**src/rtl/firebird7_in_gate1_ijtag_seq_pkg.sv**
```systemverilog
// Shared types, sizing constants and chain-length helper for the IJTAG SIB scan sequencer.
package firebird7_in_gate1_ijtag_seq_pkg;

  typedef enum logic [2:0] {
    IDLE,
    CAPTURE,
    SHIFT,
    UPDATE,
    SETTLE,
    VERIFY,
    DONE
  } seq_state_e;

  localparam int MAX_SIB        = 16;
  localparam int DEF_NUM_SIB    = 4;
  localparam int DEF_SEG_LEN    = 3;
  localparam int DEF_SETTLE_CYC = 2;
  localparam int MAX_LEN        = DEF_NUM_SIB * (1 + DEF_SEG_LEN);
  localparam int CNT_W          = $clog2(MAX_LEN + 1);

  function automatic int max_len(input int num_sib, input int seg_len);
    return num_sib * (1 + seg_len);
  endfunction

  // Every SIB bit is always in the chain; an open SIB adds its child segment.
  function automatic int chain_len(input logic [MAX_SIB-1:0] mask, input int num_sib,
                                   input int seg_len);
    int len;
    len = num_sib;
    for (int i = 0; i < MAX_SIB; i++) begin
      if ((i < num_sib) && mask[i]) len = len + seg_len;
    end
    return len;
  endfunction

endpackage

```
**src/rtl/firebird7_in_gate1_ijtag_seq_stream.sv**
```systemverilog
// Maps a shift-cycle index onto the scan stream: SIB bits carry the mask, child bits are 0.
module firebird7_in_gate1_ijtag_seq_stream #(
  parameter int NUM_SIB = 4,
  parameter int SEG_LEN = 3,
  parameter int CW      = 4
) (
  input  logic [NUM_SIB-1:0] mask_i,
  input  logic [NUM_SIB-1:0] open_i,
  input  logic [CW-1:0]      k_i,
  output logic               bit_o,
  output logic               sib_pos_o
);

  // Walk from the tail SIB toward si; stream index 0 lands on the last SIB.
  always_comb begin
    int pos;
    bit_o     = 1'b0;
    sib_pos_o = 1'b0;
    pos       = 0;
    for (int i = NUM_SIB - 1; i >= 0; i--) begin
      if (int'(k_i) == pos) begin
        bit_o     = mask_i[i];
        sib_pos_o = 1'b1;
      end
      pos = pos + 1;
      if (open_i[i]) pos = pos + SEG_LEN;
    end
  end

endmodule

```
**src/rtl/firebird7_in_gate1_ijtag_sib_sequencer.sv**
```systemverilog
// Capture-Shift-Update scan master for a flat SIB array.
// Optional readback pass after SETTLE enabled by FIREBIRD7_IJTAG_SEQ_VERIFY_EN.
module firebird7_in_gate1_ijtag_sib_sequencer
  import firebird7_in_gate1_ijtag_seq_pkg::*;
#(
  parameter int NUM_SIB    = DEF_NUM_SIB,
  parameter int SEG_LEN    = DEF_SEG_LEN,
  parameter int SETTLE_CYC = DEF_SETTLE_CYC
) (
  input  logic               ijtag_tck,
  input  logic               ijtag_reset,
  input  logic               req_valid,
  input  logic [NUM_SIB-1:0] req_mask,
  output logic               req_ready,
  output logic               done,
  output logic               busy,
  output logic [NUM_SIB-1:0] cur_mask,
  output logic               verify_err,
  output logic               ijtag_sel,
  output logic               ijtag_ce,
  output logic               ijtag_se,
  output logic               ijtag_ue,
  output logic               ijtag_si,
  input  logic               ijtag_so
);

  localparam int LEN_MAX = max_len(NUM_SIB, SEG_LEN);
  localparam int CW      = $clog2(LEN_MAX + 1);
  localparam int SW      = $clog2(SETTLE_CYC + 1);
  localparam int CNTW    = (CW > SW) ? CW : SW;

  seq_state_e         state_q, state_d;
  logic [CNTW-1:0]    cnt_q, cnt_d;
  logic [CNTW-1:0]    len_q, len_d;
  logic [NUM_SIB-1:0] mask_q, mask_d;
  logic [NUM_SIB-1:0] cur_mask_q, cur_mask_d;
  logic               err_q, err_d;
  logic [NUM_SIB-1:0] stream_open;
  logic               stream_bit;
  logic               stream_sib_pos;

`ifdef FIREBIRD7_IJTAG_SEQ_VERIFY_EN
  // Readback walks the chain as the new open state shaped it.
  assign stream_open = (state_q == VERIFY) ? mask_q : cur_mask_q;
  assign verify_err  = err_q;
`else
  logic unused_stream;
  assign unused_stream = ^{ijtag_so, stream_sib_pos};
  assign stream_open   = cur_mask_q;
  assign verify_err    = 1'b0;
`endif

  firebird7_in_gate1_ijtag_seq_stream #(
    .NUM_SIB(NUM_SIB),
    .SEG_LEN(SEG_LEN),
    .CW     (CW)
  ) u_stream (
    .mask_i   (mask_q),
    .open_i   (stream_open),
    .k_i      (cnt_q[CW-1:0]),
    .bit_o    (stream_bit),
    .sib_pos_o(stream_sib_pos)
  );

  assign cur_mask = cur_mask_q;

  always_ff @(posedge ijtag_tck or posedge ijtag_reset) begin
    if (ijtag_reset) begin
      state_q    <= IDLE;
      cnt_q      <= '0;
      len_q      <= '0;
      mask_q     <= '0;
      cur_mask_q <= '0;
      err_q      <= 1'b0;
    end else begin
      state_q    <= state_d;
      cnt_q      <= cnt_d;
      len_q      <= len_d;
      mask_q     <= mask_d;
      cur_mask_q <= cur_mask_d;
      err_q      <= err_d;
    end
  end

  always_comb begin
    state_d    = state_q;
    cnt_d      = cnt_q;
    len_d      = len_q;
    mask_d     = mask_q;
    cur_mask_d = cur_mask_q;
    err_d      = err_q;
    req_ready  = 1'b0;
    busy       = 1'b1;
    done       = 1'b0;
    ijtag_sel  = 1'b0;
    ijtag_ce   = 1'b0;
    ijtag_se   = 1'b0;
    ijtag_ue   = 1'b0;
    ijtag_si   = 1'b0;
    case (state_q)
      IDLE: begin
        req_ready = 1'b1;
        busy      = 1'b0;
        if (req_valid) begin
          // Chain length is fixed by the open state the array has right now.
          mask_d  = req_mask;
          len_d   = CNTW'(chain_len(MAX_SIB'(cur_mask_q), NUM_SIB, SEG_LEN));
          err_d   = 1'b0;
          cnt_d   = '0;
          state_d = CAPTURE;
        end
      end
      CAPTURE: begin
        ijtag_sel = 1'b1;
        ijtag_ce  = 1'b1;
        cnt_d     = '0;
        state_d   = SHIFT;
      end
      SHIFT: begin
        ijtag_sel = 1'b1;
        ijtag_se  = 1'b1;
        ijtag_si  = stream_bit;
        if (cnt_q == len_q - CNTW'(1)) begin
          cnt_d   = '0;
          state_d = UPDATE;
        end else begin
          cnt_d = cnt_q + CNTW'(1);
        end
      end
      UPDATE: begin
        ijtag_sel = 1'b1;
        ijtag_ue  = 1'b1;
        cnt_d     = '0;
        state_d   = SETTLE;
      end
      SETTLE: begin
        if (cnt_q == CNTW'(SETTLE_CYC - 1)) begin
          cnt_d = '0;
`ifdef FIREBIRD7_IJTAG_SEQ_VERIFY_EN
          len_d   = CNTW'(chain_len(MAX_SIB'(mask_q), NUM_SIB, SEG_LEN));
          state_d = VERIFY;
`else
          state_d = DONE;
`endif
        end else begin
          cnt_d = cnt_q + CNTW'(1);
        end
      end
`ifdef FIREBIRD7_IJTAG_SEQ_VERIFY_EN
      VERIFY: begin
        ijtag_sel = 1'b1;
        ijtag_se  = 1'b1;
        ijtag_si  = stream_bit;
        if (stream_sib_pos && (ijtag_so != stream_bit)) err_d = 1'b1;
        if (cnt_q == len_q - CNTW'(1)) begin
          cnt_d   = '0;
          state_d = DONE;
        end else begin
          cnt_d = cnt_q + CNTW'(1);
        end
      end
`endif
      DONE: begin
        done = 1'b1;
        if (!err_q) cur_mask_d = mask_q;
        state_d = IDLE;
      end
      default: state_d = IDLE;
    endcase
  end

endmodule

```
**config.mk**
```make
export PLATFORM = sky130hd
export DESIGN_NAME = firebird7_in_gate1_ijtag_sib_sequencer
export DESIGN_NICKNAME = d
export VERILOG_FILES = /design/src/rtl/firebird7_in_gate1_ijtag_seq_pkg.sv /design/src/rtl/firebird7_in_gate1_ijtag_seq_stream.sv /design/src/rtl/firebird7_in_gate1_ijtag_sib_sequencer.sv
export SDC_FILE = /design/constraint.sdc
export NUM_CORES = 1
export LEC_CHECK = 0
export BUFFER_PORTS_ARGS = -buffer_cell sky130_fd_sc_hd__buf_4
export CORE_MARGIN = 10
export CORE_UTILIZATION = 28
export CTS_CLUSTER_SIZE = 40
export DETAILED_ROUTE_END_ITERATION = 16
export GPL_ROUTABILITY_DRIVEN = 0
export PLACE_DENSITY = 0.48
export SKIP_LAST_GASP = 1
export SYNTH_ARGS = -nofsm -noshare
export SYNTH_HDL_FRONTEND = slang
export SYNTH_SLANG_ARGS = --single-unit
```
**constraint.sdc**
```tcl
create_clock -name ijtag_tck -period 3.8 [get_ports ijtag_tck]
set_input_delay 0.57 -clock ijtag_tck [delete_from_list [all_inputs] [get_ports ijtag_tck]]
set_output_delay 0.57 -clock ijtag_tck [all_outputs]
set_load 0.005 [all_outputs]
```
Word level (Yosys, flattened, before mapping) --
Index checks and enable logic that the tools add are counted.
Storage, ports and cells: register bits 21, input port bits 8, output and inout port bits 13, logic and storage cells 68
Cells by class: $add $sub $neg 9, equal/unequal tests 13, multiplexer cells 33, reductions and logical operators 8
Operators by type and width (count):
- adder 32 x 3 -> 32 bit, second input constant | 2
- == test 6 x 32 -> 1 bit | 2
- two-way mux 32 bit | 2
- two-way mux 5 bit | 12
- adder 32 x 2 -> 32 bit, second input constant | 1
- one-hot mux 5 bit (4 select lines) | 1
- adder 5 x 3 -> 5 bit, second input constant | 3
- one-hot mux 3 bit (5 select lines) | 1
- two-way mux 1 bit | 12
- two-way mux 3 bit | 4
- == test 3 x 2 -> 1 bit, second input constant | 2
- == test 3 bit, second input constant | 2
- inequality test 2 bit, second input constant | 3
- adder 5 x 1 -> 5 bit, second input constant | 1
- == test 5 x 1 -> 1 bit, second input constant | 1
- == test 5 x 3 -> 1 bit | 1
- == test 5 bit | 1
- logical NOT 5 bit | 1
- subtractor 5 x 1 -> 5 bit, second input constant | 1
- adder 3 x 1 -> 4 bit, second input constant | 1
- AND reduction 2 bit | 2
- nonzero test 4 bit | 1
- == test 3 x 1 -> 1 bit, second input constant | 1
- logical NOT 3 bit | 1
- 4 further kinds | 4

Logic depth before layout (Yosys ltp) --
depth after elaboration 13, gate-level depth with buffers 7, mapped depth without buffers 7

Modules after synthesis --
Synthesis repeated with hierarchy kept, for this count alone.
Second synthesis, totals: cells, all modules 178, area, all modules 1631.6 um2
By module, submodules not included:
- firebird7_in_gate1_ijtag_sib_sequencer | instances 1, cells an instance 143, area an instance 1360.1 um2, sequential area each 525.5 um2
- firebird7_in_gate1_ijtag_seq_stream | instances 1, cells an instance 35, area an instance 271.5 um2, sequential area each 0.0 um2

Least setup slack after synthesis --
OpenSTA, ideal clock, no wires.
path kind flip-flop to output port, start register cur_mask_q[2] (netlist: cur_mask[2]), end output port ijtag_si, arrival 1.978 ns, slack 1.252 ns, cell stages (with the launch flop) 7, cells stage by stage dfrtp_1 > inv_1 > ha_1 > or3_1 > a2111o_1 > a211oi_1 > o21a_1
On the way: cells in the longest elaborated chain, start to end 7, elaborated cells between the ends (all ways) 9, classes of those cells 2 x add/sub; 2 x eq/ne; 5 x mux
RTL lines:
- start, declared | RTL line firebird7_in_gate1_ijtag_sib_sequencer.sv:36 | logic [NUM_SIB-1:0] cur_mask_q, cur_mask_d;
- start signal, assigned | RTL line firebird7_in_gate1_ijtag_sib_sequencer.sv:80 | cur_mask_q <= cur_mask_d;
- two-way mux 32 bit (*) | RTL line firebird7_in_gate1_ijtag_seq_stream.sv:26 | if (open_i[i]) pos = pos + SEG_LEN;
- adder 32 x 2 -> 32 bit | RTL line firebird7_in_gate1_ijtag_seq_stream.sv:25 | pos = pos + 1;
- adder 32 x 3 -> 32 bit | RTL line firebird7_in_gate1_ijtag_seq_stream.sv:26
- two-way mux 32 bit | RTL line firebird7_in_gate1_ijtag_seq_stream.sv:26
- == test 6 x 32 -> 1 bit | RTL line firebird7_in_gate1_ijtag_seq_stream.sv:21 | if (int'(k_i) == pos) begin
- two-way mux 1 bit (*) | RTL line firebird7_in_gate1_ijtag_seq_stream.sv:21
- two-way mux 1 bit (*) | RTL line firebird7_in_gate1_ijtag_sib_sequencer.sv:100 | case (state_q)
- end, declared | RTL line firebird7_in_gate1_ijtag_sib_sequencer.sv:23 | output logic ijtag_si,
Mark *: on every way between the ends. The rest lies on a longest branch, timed or not.

Worst setup path after layout --
start register cur_mask_q[3] (netlist: cur_mask[3]), end output port ijtag_si
On the way: cells in the longest elaborated chain, start to end 10, elaborated cells between the ends (all ways) 14, classes of those cells 4 x add/sub; 3 x eq/ne; 7 x mux
RTL lines (RTL line):
- two-way mux 3 bit (*) | firebird7_in_gate1_ijtag_seq_stream.sv:26
- adder 3 x 1 -> 4 bit | firebird7_in_gate1_ijtag_seq_stream.sv:25
- adder 32 x 3 -> 32 bit | firebird7_in_gate1_ijtag_seq_stream.sv:26
- two-way mux 32 bit | firebird7_in_gate1_ijtag_seq_stream.sv:26
- adder 32 x 2 -> 32 bit | firebird7_in_gate1_ijtag_seq_stream.sv:25
- adder 32 x 3 -> 32 bit | firebird7_in_gate1_ijtag_seq_stream.sv:26
- two-way mux 32 bit | firebird7_in_gate1_ijtag_seq_stream.sv:26
- == test 6 x 32 -> 1 bit | firebird7_in_gate1_ijtag_seq_stream.sv:21
- two-way mux 1 bit (*) | firebird7_in_gate1_ijtag_seq_stream.sv:21
- two-way mux 1 bit (*) | firebird7_in_gate1_ijtag_sib_sequencer.sv:100
Marked as above.

==> impl_results.md <==
- Mapped Cells: 174
- CP Max Fanout: 8
- Worst skew pair latency: 260 ps
- Most frequent CP cell: and2_1
- Worst-Margin Slew: 856 ps
- Port bufs: 18
- Count leader, synth: dfrtp_1
- Row count: 27
- Synth Flop Type: dfrtp_1
- Share of cells above drive strength 1: 18.6%
- CP Data Arrival Time: 2620 ps
- Routed len/inst: 13.0 µm
- Largest net degree at the start of global routing: 22
- Fin Hold WS: 476 ps
- Ys async rst share: 100%
- VDD IR-drop max: 0.290 mV
- Final Cycle Share: 84.0%
- Fin. max-slew vios: 0
- Top cell type's share of synthesized area: 33.7%
- Slew headroom: 42.0%
- Commonest cells in the netlist: dfrtp_1 (21), nand2_1 (17), inv_1 (15)
- HPWL after DPL: 2530 µm
- Crit path max-delay family: simple AND/OR/NAND/NOR gates
- Die footprint: 8960 µm²
- Area growth, synth to finish: 14.5%
- Pre-antenna DRT Iters: 4
- Number of synthesized flops with an enable pin: 0
- Bufs and invs on worst path: 2
- FILL cells: 604
- Total power: 1.44 mW
- GR Overflow Total: 0
- CTS max path bufs: 2
- Max-cap violations: 0
- Via Count: 1,227
- Vias/cell: 4.72
- RSZ-0062 raised after global routing: false
- Syn Std Cell Area: 1560 µm²
- Post-CTS sizing: 0
- Distinct cells, synth: 50
- CORE AREA: 5470 µm²
- Final nets: 208
- First-pass GRT wire length: 5850 µm
- N_diodes: 0
- PD cells: 806 nW/µm²
- Sequential fraction of the synthesis area: 33.7%
- DRC Markers: 0
- Drt initial violations: 43
- Total GRT Usage: 8.02%
- Fin. Hold Viols: 0
- CTS Sinks: 21
- Leakage power: 0.818 nW
- Synth area leader: dfrtp_1
- DIE HEIGHT: 94.7 µm
- Syn Area/Cell: 8.97 µm²
- Fmax: 313 MHz
- Final setup TNS: 0 ps
- Fin crit period: 3190 ps
- Final wirelength: 3390 µm
- Vias in the first global route: 1,224
- Clk pin slew, worst setup/hold paths: 80 ps
- Clock root cell: clkbuf_8
- CTS tree: yes
- Crit path capture type: output port
- Synth area leaders: dfrtp_1 (34%), ha_1 (8.0%), mux2_2 (5.0%), nand2_1 (4.1%), inv_1 (3.6%)
- Starting Density: 28.5%
- Yosys warning total: 0
- Mapped Nets: 193
- Hold Buf Count CTS: 0
- Critical path class: flop to output port
- Antenna Nets Post-Route: 0
- # IOs: 21
- Crit path cell chain: inv_1, ha_1, and2_1, or4b_1, a211oi_1, and2_1, o21a_1, buf_4
- H-tree levels: 1
- Final setup violation count: 0
- # Post-CTS Setup Buffers: 0
- HP Class: input pin to async pin
- CTS Buf Count: 3
- Status: completed
- Initial antenna violation count: 0
- Yosys reg bits: 21
- CP max stage delay: 500 ps
- Clock Skews: 2.08 ps
- CP Launch Type: flop
- Worst path required time: 3230 ps
- Die X: 94.7 µm
- Slowest cell on crit path: dfrtp_1
per-layer routing:
metal	wire, µm	vias to the layer above	GRT usage, %
li1	-	620	-
met1	1690	588	10.2
met2	1580	17	13.3
met3	75	2	1.11
met4	40	0	3.37
met5	0	-	0
worst register-to-register path, stage by stage, from the launching register on:
cell      delay, ps
dfrtp_1         630
nand2b_1        170
a21boi_1         60
o311ai_1        740
a21oi_1         200
a21oi_1         180
registers in the layout, summed over array words and instances (netlist names):
register	cells
mask_q	4
state_q	3
len_q	5
cur_mask	4
cnt_q	5
logic make-up after synthesis:
group,Yosys count,share of synthesized area [%]
other cells,1,0.240
compound gates,35,16.1
simple gates,58,19.5
buf+inv,26,7.45
xor+xnor,11,6.17
mux,11,7.61
fa+ha+maj,11,9.29
flops,21,33.7
metrics by stage:
| step | std cells | cell area [µm²] | utilization [%] | setup WS (ps) |
|---|---|---|---|---|
| after global routing | 260 | 1790 | 32.7 | 354 |
| after floorplan | 174 | 1560 | - | 1250 |
| after detailed placement | 256 | 1740 | 31.8 | 962 |
| final | 260 | 1790 | 32.7 | 608 |
| after global placement | 256 | 1740 | 31.8 | 931 |
| after CTS | 260 | 1790 | 32.7 | 632 |
final timing paths:
| kind | startpoint | to | slack, ps | cells past startpoint |
|---|---|---|---|---|
| setup / recovery | cur_mask[3] | ijtag_si | 610 | 8 |
| hold / removal | ijtag_reset | mask_q[2] | 480 | 2 |
| setup reg to reg | cnt_q[2] | cnt_q[0] | 1740 | 5 |
| hold reg to reg | mask_q[0] | cur_mask[0] | 510 | 2 |
| max in group asynchronous | ijtag_reset | cnt_q[3] | 2810 | 2 |
| min in group ijtag_tck | mask_q[0] | cur_mask[0] | 510 | 2 |
where the power goes:
group	total, mW	switching (mW)	internal [mW]
logic	0.824	0.400	0.424
clock network	0.150	0.0765	0.0731
registers	0.467	0.149	0.318
final cells by class:
cell class,count,area (µm²),area share [%]
clock buffer,3,41.3,2.31
clock inverter,1,5.00,0.280
inverter,17,63.8,3.57
multi-input combinational,127,920,51.4
sequential,21,526,29.4
tap,72,90.1,5.04
timing repair buffer,19,143,7.98
placed cells by master (no fill, tap or decap), drive strengths merged, types with 6 or more instances in the layout:
master / netlist / final
nor2: 11 / 11
inv: 16 / 16
mux2: 7 / 7
nand2: 17 / 17
ha: 10 / 10
a21oi: 7 / 7
dfrtp: 21 / 21
xor2: 6 / 6
o21ai: 7 / 7
nor2b: 6 / 6
buf: 6 / 19
Note: power is estimated with default switching activity, not from simulation.
